--- config.mk ---
export PLATFORM = sky130hd
export DESIGN_NAME = id_ex_stage_flat
export DESIGN_NICKNAME = d
export VERILOG_FILES = /design/src/rtl/id_ex_stage_if.sv /design/src/rtl/id_ex_stage.sv /design/src/flat_wrapper.sv
export SDC_FILE = /design/constraint.sdc
export NUM_CORES = 1
export LEC_CHECK = 0
export CAP_MARGIN = 20
export CORE_AREA = 2 2 143 145
export CTS_CLUSTER_DIAMETER = 40
export DETAILED_ROUTE_END_ITERATION = 12
export DIE_AREA = 0 0 145 147
export GPL_ROUTABILITY_DRIVEN = 0
export PLACE_DENSITY = 0.82
export REMOVE_ABC_BUFFERS = 1
export SLEW_MARGIN = 20
export SYNTH_ARGS = -nofsm -noshare
export SYNTH_HDL_FRONTEND = slang
export SYNTH_SLANG_ARGS = --single-unit
--- constraint.sdc ---
create_clock -name clk -period 9.4 [get_ports clk]
set_input_delay 1.41 -clock clk [delete_from_list [all_inputs] [get_ports clk]]
set_output_delay 1.41 -clock clk [all_outputs]
set_load 0.01 [all_outputs]
--- src/rtl/id_ex_stage_if.sv ---
// ID/EX boundary bundle: decode-side inputs, MEM/WB forwarding taps and EX-side outputs.
// The decode/hazard logic is the master side and the pipeline register is the slave side.
interface id_ex_stage_if #(
  parameter int DATA_WIDTH    = 32,
  parameter int OPCODE_LENGTH = 4
);
  logic                     stall;
  logic                     flush;
  logic [DATA_WIDTH-1:0]    id_pc;
  logic [DATA_WIDTH-1:0]    id_rd1;
  logic [DATA_WIDTH-1:0]    id_rd2;
  logic [DATA_WIDTH-1:0]    id_imm;
  logic [4:0]               id_rs1;
  logic [4:0]               id_rs2;
  logic [4:0]               id_rd;
  logic [OPCODE_LENGTH-1:0] id_alu_op;
  logic                     id_asel_pc;
  logic                     id_bsel_imm;
  logic                     id_regwrite;
  logic [4:0]               mem_fwd_rd;
  logic                     mem_fwd_we;
  logic [DATA_WIDTH-1:0]    mem_fwd_data;
  logic [4:0]               wb_fwd_rd;
  logic                     wb_fwd_we;
  logic [DATA_WIDTH-1:0]    wb_fwd_data;
  logic                     ex_valid;
  logic [DATA_WIDTH-1:0]    SrcA;
  logic [DATA_WIDTH-1:0]    SrcB;
  logic [OPCODE_LENGTH-1:0] Operation;
  logic [DATA_WIDTH-1:0]    ex_pc;
  logic [4:0]               ex_rd;
  logic                     ex_regwrite;
  logic [DATA_WIDTH-1:0]    ex_store_data;

  modport master (
    output stall, flush,
    output id_pc, id_rd1, id_rd2, id_imm, id_rs1, id_rs2, id_rd,
    output id_alu_op, id_asel_pc, id_bsel_imm, id_regwrite,
    output mem_fwd_rd, mem_fwd_we, mem_fwd_data,
    output wb_fwd_rd, wb_fwd_we, wb_fwd_data,
    input  ex_valid, SrcA, SrcB, Operation, ex_pc, ex_rd, ex_regwrite, ex_store_data
  );

  modport slave (
    input  stall, flush,
    input  id_pc, id_rd1, id_rd2, id_imm, id_rs1, id_rs2, id_rd,
    input  id_alu_op, id_asel_pc, id_bsel_imm, id_regwrite,
    input  mem_fwd_rd, mem_fwd_we, mem_fwd_data,
    input  wb_fwd_rd, wb_fwd_we, wb_fwd_data,
    output ex_valid, SrcA, SrcB, Operation, ex_pc, ex_rd, ex_regwrite, ex_store_data
  );
endinterface

--- src/rtl/id_ex_stage.sv ---
// ID/EX pipeline register with stall/flush and ALU operand selection.
// Define ID_EX_FORWARDING_EN to enable MEM/WB operand forwarding; otherwise the register-file values pass through.
module id_ex_stage #(
  parameter int DATA_WIDTH    = 32,
  parameter int OPCODE_LENGTH = 4
) (
  input logic           clk,
  input logic           reset,
  id_ex_stage_if.slave  bus
);

  logic                     valid_reg;
  logic [DATA_WIDTH-1:0]    pc_reg;
  logic [DATA_WIDTH-1:0]    rd1_reg;
  logic [DATA_WIDTH-1:0]    rd2_reg;
  logic [DATA_WIDTH-1:0]    imm_reg;
  logic [4:0]               rs1_reg;
  logic [4:0]               rs2_reg;
  logic [4:0]               rd_reg;
  logic [OPCODE_LENGTH-1:0] alu_op_reg;
  logic                     asel_pc_reg;
  logic                     bsel_imm_reg;
  logic                     regwrite_reg;

  // A bubble only kills the fields that can cause side effects; the data
  // fields keep their old contents since nothing downstream looks at them.
  always_ff @(posedge clk or posedge reset) begin
    if (reset) begin
      valid_reg    <= 1'b0;
      pc_reg       <= '0;
      rd1_reg      <= '0;
      rd2_reg      <= '0;
      imm_reg      <= '0;
      rs1_reg      <= '0;
      rs2_reg      <= '0;
      rd_reg       <= '0;
      alu_op_reg   <= '0;
      asel_pc_reg  <= 1'b0;
      bsel_imm_reg <= 1'b0;
      regwrite_reg <= 1'b0;
    end else if (bus.flush) begin
      valid_reg    <= 1'b0;
      regwrite_reg <= 1'b0;
      alu_op_reg   <= '0;
    end else if (!bus.stall) begin
      valid_reg    <= 1'b1;
      pc_reg       <= bus.id_pc;
      rd1_reg      <= bus.id_rd1;
      rd2_reg      <= bus.id_rd2;
      imm_reg      <= bus.id_imm;
      rs1_reg      <= bus.id_rs1;
      rs2_reg      <= bus.id_rs2;
      rd_reg       <= bus.id_rd;
      alu_op_reg   <= bus.id_alu_op;
      asel_pc_reg  <= bus.id_asel_pc;
      bsel_imm_reg <= bus.id_bsel_imm;
      regwrite_reg <= bus.id_regwrite;
    end
  end

  logic [DATA_WIDTH-1:0] fwd_a;
  logic [DATA_WIDTH-1:0] fwd_b;

  // Operand 0 resolves rs1, operand 1 resolves rs2; MEM is younger so it wins over WB.
  genvar gi;
  generate
    for (gi = 0; gi < 2; gi++) begin : g_fwd
      logic [DATA_WIDTH-1:0] reg_val;
      logic [DATA_WIDTH-1:0] val;
      assign reg_val = (gi == 0) ? rd1_reg : rd2_reg;
`ifdef ID_EX_FORWARDING_EN
      logic [4:0] idx;
      assign idx = (gi == 0) ? rs1_reg : rs2_reg;
      always_comb begin
        val = reg_val;
        if (bus.mem_fwd_we && (bus.mem_fwd_rd != 5'd0) && (bus.mem_fwd_rd == idx)) begin
          val = bus.mem_fwd_data;
        end else if (bus.wb_fwd_we && (bus.wb_fwd_rd != 5'd0) && (bus.wb_fwd_rd == idx)) begin
          val = bus.wb_fwd_data;
        end
      end
`else
      assign val = reg_val;
`endif
    end
  endgenerate

  assign fwd_a = g_fwd[0].val;
  assign fwd_b = g_fwd[1].val;

`ifndef ID_EX_FORWARDING_EN
  logic unused_fwd;
  assign unused_fwd = ^{bus.mem_fwd_rd, bus.mem_fwd_we, bus.mem_fwd_data,
                        bus.wb_fwd_rd, bus.wb_fwd_we, bus.wb_fwd_data,
                        rs1_reg, rs2_reg};
`endif

  assign bus.ex_valid      = valid_reg;
  assign bus.SrcA          = asel_pc_reg  ? pc_reg  : fwd_a;
  assign bus.SrcB          = bsel_imm_reg ? imm_reg : fwd_b;
  assign bus.Operation     = alu_op_reg;
  assign bus.ex_pc         = pc_reg;
  assign bus.ex_rd         = rd_reg;
  assign bus.ex_regwrite   = regwrite_reg & valid_reg;
  assign bus.ex_store_data = fwd_b;

endmodule

--- src/flat_wrapper.sv ---
// flat-port wrapper written by rule: the top's interface ports become plain ports
module id_ex_stage_flat 
#(
  parameter int DATA_WIDTH    = 32,
  parameter int OPCODE_LENGTH = 4
)
  (clk, reset, bus_stall, bus_flush, bus_id_pc, bus_id_rd1, bus_id_rd2, bus_id_imm, bus_id_rs1, bus_id_rs2, bus_id_rd, bus_id_alu_op, bus_id_asel_pc, bus_id_bsel_imm, bus_id_regwrite, bus_mem_fwd_rd, bus_mem_fwd_we, bus_mem_fwd_data, bus_wb_fwd_rd, bus_wb_fwd_we, bus_wb_fwd_data, bus_ex_valid, bus_SrcA, bus_SrcB, bus_Operation, bus_ex_pc, bus_ex_rd, bus_ex_regwrite, bus_ex_store_data);
  id_ex_stage_if #(.DATA_WIDTH(DATA_WIDTH), .OPCODE_LENGTH(OPCODE_LENGTH)) bus_i ();
  input logic clk;
  input logic reset;
  input wire logic [$bits(bus_i.stall)-1:0] bus_stall;
  input wire logic [$bits(bus_i.flush)-1:0] bus_flush;
  input wire logic [$bits(bus_i.id_pc)-1:0] bus_id_pc;
  input wire logic [$bits(bus_i.id_rd1)-1:0] bus_id_rd1;
  input wire logic [$bits(bus_i.id_rd2)-1:0] bus_id_rd2;
  input wire logic [$bits(bus_i.id_imm)-1:0] bus_id_imm;
  input wire logic [$bits(bus_i.id_rs1)-1:0] bus_id_rs1;
  input wire logic [$bits(bus_i.id_rs2)-1:0] bus_id_rs2;
  input wire logic [$bits(bus_i.id_rd)-1:0] bus_id_rd;
  input wire logic [$bits(bus_i.id_alu_op)-1:0] bus_id_alu_op;
  input wire logic [$bits(bus_i.id_asel_pc)-1:0] bus_id_asel_pc;
  input wire logic [$bits(bus_i.id_bsel_imm)-1:0] bus_id_bsel_imm;
  input wire logic [$bits(bus_i.id_regwrite)-1:0] bus_id_regwrite;
  input wire logic [$bits(bus_i.mem_fwd_rd)-1:0] bus_mem_fwd_rd;
  input wire logic [$bits(bus_i.mem_fwd_we)-1:0] bus_mem_fwd_we;
  input wire logic [$bits(bus_i.mem_fwd_data)-1:0] bus_mem_fwd_data;
  input wire logic [$bits(bus_i.wb_fwd_rd)-1:0] bus_wb_fwd_rd;
  input wire logic [$bits(bus_i.wb_fwd_we)-1:0] bus_wb_fwd_we;
  input wire logic [$bits(bus_i.wb_fwd_data)-1:0] bus_wb_fwd_data;
  output wire logic [$bits(bus_i.ex_valid)-1:0] bus_ex_valid;
  output wire logic [$bits(bus_i.SrcA)-1:0] bus_SrcA;
  output wire logic [$bits(bus_i.SrcB)-1:0] bus_SrcB;
  output wire logic [$bits(bus_i.Operation)-1:0] bus_Operation;
  output wire logic [$bits(bus_i.ex_pc)-1:0] bus_ex_pc;
  output wire logic [$bits(bus_i.ex_rd)-1:0] bus_ex_rd;
  output wire logic [$bits(bus_i.ex_regwrite)-1:0] bus_ex_regwrite;
  output wire logic [$bits(bus_i.ex_store_data)-1:0] bus_ex_store_data;
  assign bus_i.stall = bus_stall;
  assign bus_i.flush = bus_flush;
  assign bus_i.id_pc = bus_id_pc;
  assign bus_i.id_rd1 = bus_id_rd1;
  assign bus_i.id_rd2 = bus_id_rd2;
  assign bus_i.id_imm = bus_id_imm;
  assign bus_i.id_rs1 = bus_id_rs1;
  assign bus_i.id_rs2 = bus_id_rs2;
  assign bus_i.id_rd = bus_id_rd;
  assign bus_i.id_alu_op = bus_id_alu_op;
  assign bus_i.id_asel_pc = bus_id_asel_pc;
  assign bus_i.id_bsel_imm = bus_id_bsel_imm;
  assign bus_i.id_regwrite = bus_id_regwrite;
  assign bus_i.mem_fwd_rd = bus_mem_fwd_rd;
  assign bus_i.mem_fwd_we = bus_mem_fwd_we;
  assign bus_i.mem_fwd_data = bus_mem_fwd_data;
  assign bus_i.wb_fwd_rd = bus_wb_fwd_rd;
  assign bus_i.wb_fwd_we = bus_wb_fwd_we;
  assign bus_i.wb_fwd_data = bus_wb_fwd_data;
  assign bus_ex_valid = bus_i.ex_valid;
  assign bus_SrcA = bus_i.SrcA;
  assign bus_SrcB = bus_i.SrcB;
  assign bus_Operation = bus_i.Operation;
  assign bus_ex_pc = bus_i.ex_pc;
  assign bus_ex_rd = bus_i.ex_rd;
  assign bus_ex_regwrite = bus_i.ex_regwrite;
  assign bus_ex_store_data = bus_i.ex_store_data;
  id_ex_stage #(.DATA_WIDTH(DATA_WIDTH), .OPCODE_LENGTH(OPCODE_LENGTH)) u_core (.clk(clk), .reset(reset), .bus(bus_i));
endmodule
==> impl_metrics.prom <==
# TYPE chip_impl_metric gauge
chip_impl_info{name="run_status",value="complete, no violations"} 1
chip_impl_metric{name="syn_area",unit="sq mm"} 0.00630
chip_impl_metric{name="timing.critical_path.required",unit="ps"} 7990
chip_impl_metric{name="yosys_register_bits",unit=""} 141
chip_impl_metric{name="worst_ir_drop_vdd",unit="uV"} 123
chip_impl_metric{name="final_antenna_net_count",unit=""} 0
chip_impl_metric{name="postCtsResizedCells",unit=""} 0
chip_impl_metric{name="cts-buffers-inserted",unit=""} 17
chip_impl_metric{name="synth_seq_area_share",unit="%"} 56.0
chip_impl_metric{name="p_seq_share",unit="%"} 37.3
chip_impl_metric{name="antenna_found_initial",unit=""} 0
chip_impl_metric{name="antenna_cells",unit=""} 0
chip_impl_metric{name="max_slew_violation_count",unit=""} 0
chip_impl_metric{name="p_clk_share",unit="%"} 34.6
chip_impl_metric{name="synth_top_cell_area_share",unit="%"} 56.0
chip_impl_info{name="r2r-start",value="u_core.bsel_imm_reg$_DFFE_PP0P_"} 1
chip_impl_metric{name="power.density",unit="mW/mm^2"} 205
chip_impl_info{name="cp_slowest_cell",value="sky130_fd_sc_hd__dfrtp_1"} 1
chip_impl_metric{name="internal_power",unit="mW"} 1.50
chip_impl_metric{name="dp_hpwl",unit="um"} 11300
chip_impl_metric{name="routedWlPerCell",unit="um"} 17.1
chip_impl_metric{name="seq_area",unit="sq mm"} 0.00353
chip_impl_info{name="worst_setup_path_start_kind",value="flop"} 1
chip_impl_metric{name="floorplan.rows",unit=""} 52
chip_impl_metric{name="floorplan.initialDensity",unit="%"} 31.7
chip_impl_metric{name="worst_slack",unit="ps"} 5420
chip_impl_metric{name="cts_sinks",unit=""} 141
chip_impl_metric{name="synth.distinct_cells",unit=""} 15
chip_impl_metric{name="filler_cell_count",unit=""} 1700
chip_impl_metric{name="holdBufCountCts",unit=""} 0
chip_impl_metric{name="grt_start_max_net_pins",unit=""} 76
chip_impl_metric{name="cts_post_setup_buffers_inserted",unit=""} 0
chip_impl_metric{name="timing.final.crit_share",unit="%"} 42.4
chip_impl_metric{name="worst-endpoint-arrival",unit="ps"} 2570
chip_impl_metric{name="p_sw",unit="mW"} 0.524
chip_impl_metric{name="setup_violators_final",unit=""} 0
chip_impl_metric{name="ctsLongestPathBuffers",unit=""} 2
chip_impl_info{name="cts_tree",value="built"} 1
chip_impl_metric{name="synth.avg_cell_area",unit="sq um"} 16.6
chip_impl_metric{name="max_slew.worst_pin.slew",unit="ps"} 1020
chip_impl_info{name="rsz0062_at_grt",value="no"} 1
chip_impl_info{name="cts_root_buffer",value="sky130_fd_sc_hd__clkbuf_16"} 1
chip_impl_metric{name="fin_util",unit="%"} 49.8
chip_impl_info{name="worst_r2r_endpoint",value="u_core.bsel_imm_reg$_DFFE_PP0P_"} 1
chip_impl_metric{name="fmax",unit="MHz"} 251
chip_impl_metric{name="power.switching_fraction",unit="%"} 25.8
chip_impl_metric{name="fin_tns_setup",unit="ps"} 0
chip_impl_metric{name="worstSkewPairLatency",unit="ps"} 410
chip_impl_info{name="synth.area.top_cells",value="sky130_fd_sc_hd__dfrtp_1, sky130_fd_sc_hd__mux2_2, sky130_fd_sc_hd__mux2_4"} 1
chip_impl_metric{name="syn_inst",unit=""} 379
chip_impl_metric{name="yosys_warns",unit=""} 0
chip_impl_metric{name="detail_route.wirelength",unit="um"} 16100
chip_impl_metric{name="placeableCoreArea",unit="sq mm"} 0.0198
chip_impl_info{name="crit_type",value="flop to output port"} 1
chip_impl_metric{name="slew-limit-headroom",unit="%"} 31.9
chip_impl_info{name="path_cells",value="buf_4 -> mux2_2 -> clkdlybuf4s50_1"} 1
chip_impl_metric{name="syn2layout_area_growth",unit="%"} 57.0
chip_impl_metric{name="post-layout-total-power",unit="mW"} 2.03
chip_impl_metric{name="multi_input_area",unit="sq mm"} 0.00253
chip_impl_metric{name="drt_pass1_iterations",unit=""} 4
chip_impl_metric{name="dp_slack",unit="ps"} 5630
chip_impl_metric{name="post-route-drc-count",unit=""} 0
chip_impl_metric{name="fin_hold_ws",unit="ps"} 500
chip_impl_metric{name="cts.clk_slew.worst_paths",unit="ps"} 60
chip_impl_info{name="holdCritStartpoint",value="u_core.imm_reg[18]$_DFFE_PP0P_"} 1
chip_impl_metric{name="crit_path_max_incr_delay",unit="ps"} 840
chip_impl_metric{name="gr-total-overflow",unit=""} 0
chip_impl_metric{name="drive_above_1_share",unit="%"} 35.3
chip_impl_metric{name="die_height",unit="um"} 147
chip_impl_metric{name="detailroute.via_count",unit=""} 4236
chip_impl_metric{name="avgViaCountPerCell",unit=""} 4.49
chip_impl_info{name="holdPathEnd",value="u_core.imm_reg[18]$_DFFE_PP0P_"} 1
chip_impl_info{name="synth_area_leader_cell",value="sky130_fd_sc_hd__dfrtp_1"} 1
chip_impl_metric{name="whs_path_depth",unit=""} 1
chip_impl_metric{name="combPwrFrac",unit="%"} 28.1
chip_impl_metric{name="drt_iter0_drc",unit=""} 104
chip_impl_metric{name="period_minus_slack",unit="ps"} 3980
chip_impl_metric{name="die_x",unit="um"} 145
chip_impl_metric{name="final-hold-violation-count",unit=""} 0
chip_impl_metric{name="fp.dieArea",unit="sq mm"} 0.0213
chip_impl_metric{name="reg2reg_setup_slack",unit="ps"} 7860
chip_impl_metric{name="worst_r2r_path_depth",unit=""} 2
chip_impl_info{name="critical_path.endpoint_type",value="output port"} 1
chip_impl_metric{name="pin_count",unit=""} 369
chip_impl_metric{name="finalNetCount",unit=""} 891
chip_impl_metric{name="final.setup_skew",unit="ps"} 0
chip_impl_info{name="hp-class",value="flop to flop"} 1
chip_impl_metric{name="max-cap-violations",unit=""} 0
chip_impl_metric{name="global_route_wire_length_before_repair",unit="um"} 26000
chip_impl_metric{name="globalRouteTotalUtil",unit="%"} 15.6
chip_impl_metric{name="critical_path_peak_fanout",unit=""} 19
chip_impl_metric{name="grt_pass1_vias",unit=""} 4679
chip_impl_metric{name="io_buffers",unit=""} 282
chip_impl_metric{name="cts.htree.levels",unit=""} 4
chip_impl_metric{name="leakagePower",unit="nW"} 4.10
worst max-delay path, delay by kind of cell (launching register included):
kind                   cells  cell delay, ps
buffers and inverters      2             920
flip-flops                 1             840
multiplexers               1             380
synth_stat cells:
| cell | count |
|---|---|
| sky130_fd_sc_hd__buf_12 | 5 |
| sky130_fd_sc_hd__buf_8 | 1 |
| sky130_fd_sc_hd__nor2_1 | 5 |
| sky130_fd_sc_hd__dfrtp_1 | 141 |
| sky130_fd_sc_hd__mux2_2 | 149 |
| sky130_fd_sc_hd__buf_2 | 6 |
| sky130_fd_sc_hd__buf_6 | 1 |
| sky130_fd_sc_hd__and2_1 | 1 |
| sky130_fd_sc_hd__inv_1 | 2 |
| sky130_fd_sc_hd__mux2i_1 | 5 |
| sky130_fd_sc_hd__a21oi_1 | 1 |
| sky130_fd_sc_hd__nor2_8 | 1 |
| sky130_fd_sc_hd__clkbuf_1 | 2 |
| sky130_fd_sc_hd__mux2_4 | 50 |
| sky130_fd_sc_hd__buf_4 | 9 |
stage by stage:
stage          std cells  cell area, sq um
6_report             944              9880
5_1_grt              944              9880
4_1_cts              944              9880
3_5_place_dp         912              9270
3_3_place_gp         912              9270
2_1_floorplan        355              6060
area by class of cell:
| type | count | area share, % |
|---|---|---|
| Clock buffer | 19 | 4.58 |
| Clock inverter | 13 | 1.66 |
| Inverter | 2 | 0.127 |
| Multi-Input combinational cell | 212 | 25.6 |
| Sequential cell | 141 | 35.7 |
| Tap cell | 270 | 3.42 |
| Timing Repair Buffer | 287 | 28.9 |
kinds of logic (layout without fill, tap and decap cells):
family,count (synthesis),in the layout,share of synthesized area (%)
AOI/OAI and AO/OA,1,1,0.0794
DFF,141,141,56.0
muxes,204,204,39.4
and+or+nand+nor,7,7,0.716
buffers and inverters,26,321,3.80
metal layers:
layer / vias to the layer above / routed length [um] / track usage [%]
met5: - / 0 / 0
met1: 2089 / 6760 / 18.8
met4: 0 / 296 / 5.69
met2: 208 / 7680 / 25.4
li1: 1919 / - / -
met3: 20 / 1390 / 6.21
how the worst max path moves through the flow:
stage                                                from                               end  slack (ps)  cells past startpoint
after floorplan                                     reset    u_core.asel_pc_reg$_DFFE_PP0P_        4210                      1
after global placement                          bus_stall  u_core.bus.ex_pc[31]$_DFFE_PP0P_        5640                      4
after detailed placement                        bus_stall       u_core.fwd_a[9]$_DFFE_PP0P_        5630                      4
after CTS                 u_core.bsel_imm_reg$_DFFE_PP0P_                      bus_SrcB[23]        5360                      3
after global routing      u_core.bsel_imm_reg$_DFFE_PP0P_                      bus_SrcB[23]        5280                      3
final                     u_core.bsel_imm_reg$_DFFE_PP0P_                       bus_SrcB[3]        5420                      3
power groups by stage:
stage	sequential, mW	combinational (mW)	clock [mW]
floorplan	0.779	0.232	0
global placement	0.762	0.568	0
detailed placement	0.766	0.575	0
CTS	0.757	0.579	0.723
global route	0.770	0.605	0.748
finish	0.756	0.571	0.702
layout by cell type (no fill, tap or decap):
| cell | instances |
|---|---|
| sky130_fd_sc_hd__clkinv_2 | 3 |
| sky130_fd_sc_hd__dfrtp_1 | 141 |
| sky130_fd_sc_hd__a21oi_1 | 1 |
| sky130_fd_sc_hd__mux2_2 | 149 |
| sky130_fd_sc_hd__and2_1 | 1 |
| sky130_fd_sc_hd__inv_6 | 3 |
| sky130_fd_sc_hd__clkinvlp_4 | 2 |
| sky130_fd_sc_hd__clkbuf_16 | 17 |
| sky130_fd_sc_hd__clkbuf_8 | 2 |
| sky130_fd_sc_hd__mux2i_1 | 5 |
| sky130_fd_sc_hd__clkinv_4 | 3 |
| sky130_fd_sc_hd__nor2_1 | 5 |
| sky130_fd_sc_hd__bufinv_16 | 3 |
| sky130_fd_sc_hd__mux2_4 | 50 |
| sky130_fd_sc_hd__inv_1 | 1 |
| sky130_fd_sc_hd__clkdlybuf4s50_1 | 282 |
| sky130_fd_sc_hd__buf_4 | 5 |
| sky130_fd_sc_hd__nor2_8 | 1 |
Power figures use the tool's default switching activity.
